**src/rtl/alu_issue_ctrl.sv**
```systemverilog
// alu_issue_ctrl: credit-based issue of 8-bit ALU ops with an in-order show-ahead response FIFO.
// Optional self-check (shadow expected results driving chk_err) enabled by ALU_ISSUE_CHECK_EN.
module alu_issue_ctrl #(
  parameter int ALU_LAT    = 3,
  parameter int FIFO_DEPTH = 4
) (
  input  logic       ck,
  input  logic       rst,
  input  logic       req_valid,
  output logic       req_ready,
  input  logic [7:0] req_a,
  input  logic [7:0] req_b,
  input  logic [3:0] req_ctr,
  output logic [7:0] alu_a,
  output logic [7:0] alu_b,
  output logic [3:0] alu_ctr,
  input  logic [7:0] alu_o,
  output logic       rsp_valid,
  input  logic       rsp_ready,
  output logic [7:0] rsp_data,
  output logic [3:0] rsp_ctr,
  output logic       rsp_ill,
  output logic       busy
`ifdef ALU_ISSUE_CHECK_EN
  ,
  output logic       chk_err
`endif
);
  localparam int PW = (FIFO_DEPTH > 1) ? $clog2(FIFO_DEPTH) : 1;
  localparam int CW = $clog2(FIFO_DEPTH + 1);

  function automatic logic is_legal(input logic [3:0] c);
    case (c)
      4'b0000, 4'b0001, 4'b1001, 4'b1010, 4'b1011,
      4'b1100, 4'b1101, 4'b1110, 4'b1111: return 1'b1;
      default:                            return 1'b0;
    endcase
  endfunction

  logic               accept, push, pop, req_legal;
  logic               req_ready_reg;
  logic [7:0]         alu_a_reg, alu_b_reg;
  logic [3:0]         alu_ctr_reg;
  logic [ALU_LAT-1:0] dl_valid_reg, dl_ill_reg;
  logic [3:0]         dl_ctr_reg [ALU_LAT];
  logic [15:0]        pc [ALU_LAT+1];
  logic [15:0]        inflight, total_next;
  logic [7:0]         mem_data [FIFO_DEPTH];
  logic [3:0]         mem_ctr [FIFO_DEPTH];
  logic               mem_ill [FIFO_DEPTH];
  logic [PW-1:0]      wr_ptr_reg, rd_ptr_reg;
  logic [CW-1:0]      count_reg;

  assign req_legal = is_legal(req_ctr);
  assign accept    = req_valid & req_ready_reg;
  assign push      = dl_valid_reg[ALU_LAT-1];
  assign pop       = rsp_valid & rsp_ready;

  // inflight = popcount of the delay-line valid bits
  assign pc[0] = '0;
  generate
    for (genvar gi = 0; gi < ALU_LAT; gi++) begin : g_pc
      assign pc[gi+1] = pc[gi] + {15'd0, dl_valid_reg[gi]};
    end
  endgenerate
  assign inflight = pc[ALU_LAT];

  // A push moves an op from inflight to the FIFO, so only accept and pop change the total
  assign total_next = inflight + 16'(count_reg) + {15'd0, accept} - {15'd0, pop};

  always_ff @(posedge ck) begin
    if (rst) begin
      req_ready_reg <= 1'b0;
      alu_a_reg     <= '0;
      alu_b_reg     <= '0;
      alu_ctr_reg   <= '0;
      dl_valid_reg  <= '0;
      dl_ill_reg    <= '0;
      for (int i = 0; i < ALU_LAT; i++) dl_ctr_reg[i] <= '0;
    end else begin
      req_ready_reg <= total_next < 16'(FIFO_DEPTH);
      if (accept && req_legal) begin
        alu_a_reg   <= req_a;
        alu_b_reg   <= req_b;
        alu_ctr_reg <= req_ctr;
      end
      dl_valid_reg[0] <= accept;
      dl_ill_reg[0]   <= ~req_legal;
      dl_ctr_reg[0]   <= req_ctr;
      for (int i = 1; i < ALU_LAT; i++) begin
        dl_valid_reg[i] <= dl_valid_reg[i-1];
        dl_ill_reg[i]   <= dl_ill_reg[i-1];
        dl_ctr_reg[i]   <= dl_ctr_reg[i-1];
      end
    end
  end

  always_ff @(posedge ck) begin
    if (push && !rst) begin
      mem_data[wr_ptr_reg] <= dl_ill_reg[ALU_LAT-1] ? 8'h00 : alu_o;
      mem_ctr[wr_ptr_reg]  <= dl_ctr_reg[ALU_LAT-1];
      mem_ill[wr_ptr_reg]  <= dl_ill_reg[ALU_LAT-1];
    end
  end

  always_ff @(posedge ck) begin
    if (rst) begin
      wr_ptr_reg <= '0;
      rd_ptr_reg <= '0;
      count_reg  <= '0;
    end else begin
      if (push) wr_ptr_reg <= wr_ptr_reg + PW'(1);
      if (pop)  rd_ptr_reg <= rd_ptr_reg + PW'(1);
      if (push && !pop)      count_reg <= count_reg + CW'(1);
      else if (pop && !push) count_reg <= count_reg - CW'(1);
    end
  end

  assign req_ready = req_ready_reg;
  assign alu_a     = alu_a_reg;
  assign alu_b     = alu_b_reg;
  assign alu_ctr   = alu_ctr_reg;
  assign rsp_valid = (count_reg != '0);
  assign rsp_data  = rsp_valid ? mem_data[rd_ptr_reg] : 8'h00;
  assign rsp_ctr   = rsp_valid ? mem_ctr[rd_ptr_reg] : 4'h0;
  assign rsp_ill   = rsp_valid ? mem_ill[rd_ptr_reg] : 1'b0;
  assign busy      = (inflight != 16'd0) | rsp_valid;

`ifdef ALU_ISSUE_CHECK_EN
  function automatic logic [7:0] alu_fn(input logic [7:0] a, input logic [7:0] b,
                                        input logic [3:0] c);
    case (c)
      4'b0000: return a + b;
      4'b0001: return a - b;
      4'b1001: return a | b;
      4'b1010: return a ^ b;
      4'b1011: return ~a;
      4'b1100: return {1'b0, a[7:1]};
      4'b1101: return {a[6:0], 1'b0};
      4'b1110: return {a[0], a[7:1]};
      4'b1111: return {a[6:0], a[7]};
      default: return 8'h00;
    endcase
  endfunction

  logic [7:0] exp_reg [ALU_LAT];
  logic       chk_err_reg, chk_flag;

  assign chk_flag = (push & ~dl_ill_reg[ALU_LAT-1] & (alu_o != exp_reg[ALU_LAT-1]))
                  | (push & ~pop & (count_reg == CW'(FIFO_DEPTH)))
                  | (pop & (count_reg == '0));

  always_ff @(posedge ck) begin
    if (rst) begin
      chk_err_reg <= 1'b0;
      for (int i = 0; i < ALU_LAT; i++) exp_reg[i] <= '0;
    end else begin
      chk_err_reg <= chk_flag;
      exp_reg[0]  <= alu_fn(req_a, req_b, req_ctr);
      for (int i = 1; i < ALU_LAT; i++) exp_reg[i] <= exp_reg[i-1];
    end
  end

  assign chk_err = chk_err_reg;
`endif
endmodule

```
**config.mk**
```make
export PLATFORM = sky130hd
export DESIGN_NAME = alu_issue_ctrl
export DESIGN_NICKNAME = d
export VERILOG_FILES = /design/src/rtl/alu_issue_ctrl.sv
export SDC_FILE = /design/constraint.sdc
export NUM_CORES = 1
export LEC_CHECK = 0
export CAP_MARGIN = 20
export CORE_MARGIN = 2
export CORE_UTILIZATION = 44
export CTS_BUF_LIST = sky130_fd_sc_hd__clkbuf_2
export CTS_CLUSTER_DIAMETER = 100
export CTS_CLUSTER_SIZE = 28
export DETAILED_ROUTE_END_ITERATION = 7
export HOLD_SLACK_MARGIN = 0.08
export PLACE_DENSITY = 0.71
export SETUP_SLACK_MARGIN = 0.3
export SYNTH_ARGS = -nofsm -noshare
export SYNTH_HDL_FRONTEND = slang
export SYNTH_SLANG_ARGS = --single-unit
```
**constraint.sdc**
```tcl
create_clock -name ck -period 2.15 [get_ports ck]
set_input_delay 0.3225 -clock ck [delete_from_list [all_inputs] [get_ports ck]]
set_output_delay 0.3225 -clock ck [all_outputs]
set_load 0.1 [all_outputs]
```
==> flow_metrics.env, run 1 <==
export IMPL_status="complete, but fails checks"
export IMPL_violations="negative setup slack"
export IMPL_slew_violations=0
export IMPL_path_max_fanout=2
export IMPL_drive_above_1_share=0.3579
export IMPL_yosysTopAreaCell="edfxtp_1"
export IMPL_arrival_ns=2.67
export IMPL_viasPerCell=4.881
export IMPL_min_period_over_period=1.045
export IMPL_htreeDepth=3
export IMPL_cts_made_buffers=9
export IMPL_dieArea_sq_um=10080
export IMPL_track_usage=0.1483
export IMPL_cts_root_buf="clkbuf_2"
export IMPL_period_minus_slack_ns=2.246
export IMPL_largest_reg_flops=32
export IMPL_wl_per_cell_um=14.35
export IMPL_finalPower_mw=7.270
export IMPL_synth_top_family_by_area="simple AND/OR/NAND/NOR gates"
export IMPL_synthCells=294
export IMPL_via_count=2465
export IMPL_synth_fa_ha_area_frac=0.04346
export IMPL_nets=434
export IMPL_power_density_nw_per_um2=1305
export IMPL_end_kind="register"
export IMPL_grt_first_pass_wirelength_um=11470
export IMPL_setup_ws_ns=-0.09614
export IMPL_crit_path_start_kind="register"
export IMPL_p_leak_nw=2.071
export IMPL_yosys_top_cells_area="edfxtp_1 38%, dfxtp_1 24%, mux4_2 7.2%"
export IMPL_antenna_found_initial=0
export IMPL_synth_compound_area_share=0.02602
export IMPL_yosys_warnings=0
export IMPL_pre_cts_ws_ns=-0.1987
export IMPL_grt_setup_unrepaired="yes"
export IMPL_gp_congestion=0.7632
export IMPL_area_growth_pct=36.33
export IMPL_hold_viol_final=0
export IMPL_synth_seq_cells=100
export IMPL_first_global_vias=2442
export IMPL_timing_fmax_ghz=0.4452
export IMPL_core_area_sq_um=9109
export IMPL_cts_path_max_buffers=2
export IMPL_die_height_um=100.4
export IMPL_cts_reportedPaths_clkPinSlew_ns=0.27
export IMPL_port_buffers=67
export IMPL_ant_nets=0
export IMPL_avgSynthCellArea_sq_um=13.90
export IMPL_synth_xor_area_share=0.01071
export IMPL_antenna_cells=0
export IMPL_setup_viol=14
export IMPL_hp_class="input pin to register"
export IMPL_clk_latency_ns=0.52
export IMPL_die_w_um=100.4
export IMPL_first_pass_iters=4
export IMPL_synth_area_sq_um=4088
export IMPL_drc_errors=0
export IMPL_netlist_area_leader_share=0.3820
export IMPL_crit_required_ns=2.57
export IMPL_synth_fp_nets=339
export IMPL_io_pins=68
export IMPL_fin_skew_ns=0.03259
export IMPL_grt_overflow=0
export IMPL_synth_distinct_cells=39
export IMPL_initial_core_util=0.4488
export IMPL_routed_wl_um=7249
export IMPL_dp_final_hpwl_um=4693
export IMPL_ir_worst_vdd_v=0.0009346
export IMPL_relSlewSlack=0.6703
export IMPL_ys_seq_area_frac=0.6171
export IMPL_rows=35
export IMPL_setup_tns_ns=-0.8743
export IMPL_grt_max_degree=60
export IMPL_tightest_slew_ns=0.4939
export IMPL_cts_tree="yes"
export IMPL_synth_simple_area_share=0.1500
export IMPL_clock_sinks=100
export IMPL_synth_mux_area_frac=0.1240
export IMPL_path_class="register to register"
export IMPL_fillers=704
export IMPL_drt_iter0_drc=57
export IMPL_timing_max_cap_violations=0
-- cell usage in the layout (no fill, tap or decap), drive strengths merged, types with 3 or more instances in the layout --
cell type	synthesis	routed
mux2i	18	18
mux2	3	3
and2	4	4
a21oi	3	3
nor2b	38	38
inv	15	18
clkbuf	8	9
mux4	13	13
dfxtp	48	48
edfxtp	52	52
nor2	14	14
o21ai	3	3
buf	4	65
ha	11	11
nand2b	32	32
clkdlybuf4s50	0	30
xor2	4	4
-- cell type report --
cell class                      count  area, sq um  share of cell area
Clock buffer                        9        45.04            0.008083
Sequential cell                   100         2532              0.4544
Clock inverter                      7        65.06             0.01167
Tap cell                          111        138.9             0.02492
Timing Repair Buffer               96         1055              0.1893
Multi-Input combinational cell    167         1677              0.3009
Inverter                           15        60.06             0.01078
-- routing by layer --
layer  vias up  GRT usage  wire length (um)
li1       1223          -                 -
met1      1182     0.1887              3243
met2        50     0.2514              3667
met3        10    0.02716               245
met4         0    0.05901                93
met5         -          0                 0
-- where the power goes --
part	total, mW	switching [mW]	internal, mW
Clock	0.844	0.577	0.267
Combinational	4.22	2.52	1.70
Sequential	2.21	0.0843	2.12
-- path summary, 6_finish.rpt --
| path | from | to | slack [ns] | depth (start not counted) |
|---|---|---|---|---|
| max | dl_valid_reg[1] | req_ready | -0.1 | 9 |
| min | req_b[7] | alu_b[7] | 0.32 | 3 |
| max reg2reg | dl_valid_reg[1] | req_ready | -0.1 | 9 |
| min reg2reg | dl_ctr_reg[0][1] | dl_ctr_reg[0][5] | 0.43 | 1 |
-- synthesized netlist by cell type --
library cell / number
nor4_1: 1
nor3b_1: 1
or4b_1: 1
buf_4: 2
or3_1: 2
and2_1: 4
xnor2_1: 1
ha_1: 11
nand4_1: 1
nor3_1: 1
nand3_1: 1
fa_1: 2
o21ai_0: 3
o21ba_2: 1
nor3_4: 1
o311ai_0: 1
and3_1: 1
a2111oi_2: 1
clkbuf_1: 8
nor2b_1: 38
buf_2: 1
buf_6: 1
dfxtp_1: 48
inv_1: 15
a31oi_1: 1
nand2b_1: 32
edfxtp_1: 52
a2111oi_0: 1
nor2_1: 14
xor2_1: 4
nand2_1: 2
mux4_2: 13
a21oi_1: 3
nor4b_2: 1
mux2_2: 3
mux2i_1: 18
a311o_2: 1
o31ai_1: 1
a31o_2: 1
-- timing repair --
action | in CTS | in global routing
setup endpoints to repair | 17 | 17
pin swaps | 9 | 2
resized for setup | 32 | 6
buffers inserted | 5 | 1
hold endpoints to repair | 3 | 0
cloned | 1 | 0
hold buffers | 1 | 0
-- critical path, cell delays in order (launching register included) --
cell	delay, ns
dfxtp_2	0.37
inv_2	0.04
fa_2	0.47
buf_4	0.16
ha_4	0.25
inv_2	0.03
ha_4	0.26
a31o_4	0.16
a21oi_1	0.06
a311o_2	0.36
-- logic make-up after synthesis --
kind of cell | Yosys count
simple gates | 101
xor+xnor | 5
fa+ha+maj | 13
flops | 100
compound gates | 14
mux | 34
buf+inv | 27
-- stage by stage --
step           std cells  cell area, sq um  hold WS (ns)    util
5_1_grt              505              5573        0.2346  0.6118
4_1_cts              504              5552        0.2633  0.6095
3_3_place_gp         481              5215        0.4178  0.5725
2_1_floorplan        294              4189        0.4138       -
3_5_place_dp         481              5215        0.4260  0.5725
6_report             505              5573        0.3187  0.6118
(Power assumes the default switching activity.)
==> run 2, diff against run 1 <==
- DONT_BUFFER_PORTS: default -> 1
- PLACE_DENSITY: 0.71 -> default
==> run 2 against run 1 <==
Effect of this change:
- the flow still finishes with violations (negative setup slack)
- register-to-register slack gained 0.04 ns
- clock-buffer cell count unchanged
- sequential power about the same
- sequential share of layout area is 0.11 points lower
- hold slack got worse by 0.17 ns
- final cell count up 0.79%
- via count shrank 0.93%
- core utilization grew 0.30 points
- clock skew grew 0.0062 ns
- clock power fell by 8.9%
- non-clock buffer count up 4
- die area did not move
- largest cell class unchanged
- highest routed layer unchanged
==> flow_metrics.env, run 2 (synthesized netlist as in run 1, its figures left out) <==
export IMPL_hold_viol_final=0
export IMPL_cts_tree="yes"
export IMPL_dp_cells=445
export IMPL_crit_path_start_kind="register"
export IMPL_min_period_over_period=1.041
export IMPL_cts_path_max_buffers=2
export IMPL_layout_common_cells="52 x edfxtp_1, 41 x dfxtp_1, 41 x buf_4"
export IMPL_io_pins=68
export IMPL_cpPeakStageDelay_ns=0.50
export IMPL_period_minus_slack_ns=2.238
export IMPL_cp_slowest_cell="mux4_2"
export IMPL_clock_sinks=100
export IMPL_clk_latency_ns=0.54
export IMPL_drc_errors=0
export IMPL_timing_fmax_ghz=0.4467
export IMPL_die_w_um=100.4
export IMPL_cts_reportedPaths_clkPinSlew_ns=0.24
export IMPL_path_max_fanout=7
export IMPL_crit_required_ns=1.83
export IMPL_initial_core_util=0.4488
export IMPL_ir_worst_vdd_v=0.0006818
export IMPL_first_global_vias=2534
export IMPL_viasPerCell=4.798
export IMPL_grt_max_degree=63
export IMPL_setup_viol=15
export IMPL_die_height_um=100.4
export IMPL_end_kind="output port"
export IMPL_antenna_cells=0
export IMPL_pre_cts_ws_ns=-0.08280
export IMPL_drive_above_1_share=0.3543
export IMPL_path_class="register to output port"
export IMPL_power_density_nw_per_um2=1314
export IMPL_largest_reg_flops=32
export IMPL_final_common_cell="edfxtp_1"
export IMPL_fin_util=0.6148
export IMPL_timing_max_cap_violations=0
export IMPL_dp_final_hpwl_um=4391
export IMPL_antenna_found_initial=0
export IMPL_cpMostUsedCell="buf_12"
export IMPL_whs_ns=0.1507
export IMPL_rows=35
export IMPL_setup_ws_ns=-0.08850
export IMPL_port_buffers=0
export IMPL_routed_wl_um=7283
export IMPL_crit_family="multiplexers"
export IMPL_status="complete, but fails checks"
export IMPL_dieArea_sq_um=10080
export IMPL_wl_per_cell_um=14.31
export IMPL_nets=438
export IMPL_final_cells=509
export IMPL_slew_violations=0
export IMPL_p_switching_mw=3.205
export IMPL_first_pass_iters=3
export IMPL_pwr_share_clk=0.105
export IMPL_core_area_sq_um=9109
export IMPL_gp_congestion=0.7203
export IMPL_area_growth_pct=37.01
export IMPL_via_count=2442
export IMPL_finalPower_mw=7.360
export IMPL_violations="negative setup slack"
export IMPL_htreeDepth=3
export IMPL_crit_buf_inv=2
export IMPL_ant_nets=0
export IMPL_hp_class="input pin to register"
export IMPL_grt_setup_unrepaired="yes"
export IMPL_p_leak_nw=2.091
export IMPL_pwr_share_comb=0.595
export IMPL_p_seq_frac=0.300
export IMPL_relSlewSlack=0.6744
export IMPL_track_usage=0.1582
export IMPL_grt_first_pass_wirelength_um=12280
export IMPL_drt_iter0_drc=51
export IMPL_internal_power_mw=4.156
export IMPL_switching_share=0.4354
export IMPL_arrival_ns=1.92
export IMPL_cts_root_buf="clkbuf_2"
export IMPL_fin_skew_ns=0.03876
export IMPL_grt_overflow=0
export IMPL_tightest_slew_ns=0.4878
export IMPL_worstPathCellList="buf_12 > mux4_2 > nor2b_4 > buf_12"
export IMPL_cts_made_buffers=9
run 2: cell count changes in the layout (fill, tap and decap cells not counted), sizes merged, moves of 3 or more:
| cell | change |
|---|---|
| clkdlybuf4s50 | -30 |
| dlygate4sd3 | +31 |
| inv | -3 |
| buf | +3 |
| clkinv | +3 |
run 2: metrics by stage:
step | area [sq um] | setup TNS, ns
4_1_cts | 5534 | -2.080
5_1_grt | 5600 | -2.969
2_1_floorplan | 4189 | -0.06056
3_3_place_gp | 4847 | -0.06795
3_5_place_dp | 4847 | -0.08280
6_report | 5600 | -0.9913
run 2: final timing paths:
path,start,depth (start not counted),end,slack (ns)
setup / recovery,register,4,rsp_ctr[1],-0.09
hold / removal,req_ctr[1],3,dl_ill_reg[0],0.15
setup reg to reg,dl_valid_reg[1],8,req_ready,-0.06
hold reg to reg,dl_ill_reg[0],1,dl_ill_reg[1],0.45
run 2: area by class of cell:
type	instances	area, sq um
fill	732	3508
sequential	100	2539
multi-input combinational	167	1633
timing repair buffer	100	1132
tap	111	138.9
inverter	15	60.06
clock inverter	7	52.55
clock buffer	9	45.04
run 2: repair_timing:
item,CTS,global route
resized for setup,31,8
gates cloned,1,0
endpoints found under the setup margin,17,27
buffers inserted,10,4
pin swaps,9,4
hold endpoints to repair,79,0
hold buffers,33,0
run 2: tightest hold or removal path: cells and delay by family:
family / cells / cell delay (ns)
and+or+nand+nor: 2 / 0.13
AOI/OAI and AO/OA: 1 / 0.18
run 2: power groups by stage:
stage	Sequential (mW)	Clock (mW)	Combinational (mW)
2_1_floorplan	2.51	0	2.27
3_3_place_gp	2.19	0	3.62
3_5_place_dp	2.20	0	3.65
4_1_cts	2.20	0.814	4.31
5_1_grt	2.23	0.878	4.59
6_report	2.21	0.769	4.38
run 2: per-layer routing:
metal	vias up	track usage	part of all wire
met2	44	0.2726	0.52
met5	-	0	0
met4	0	0.04426	0.0087
li1	1232	-	-
met3	7	0.04178	0.039
met1	1159	0.1971	0.43
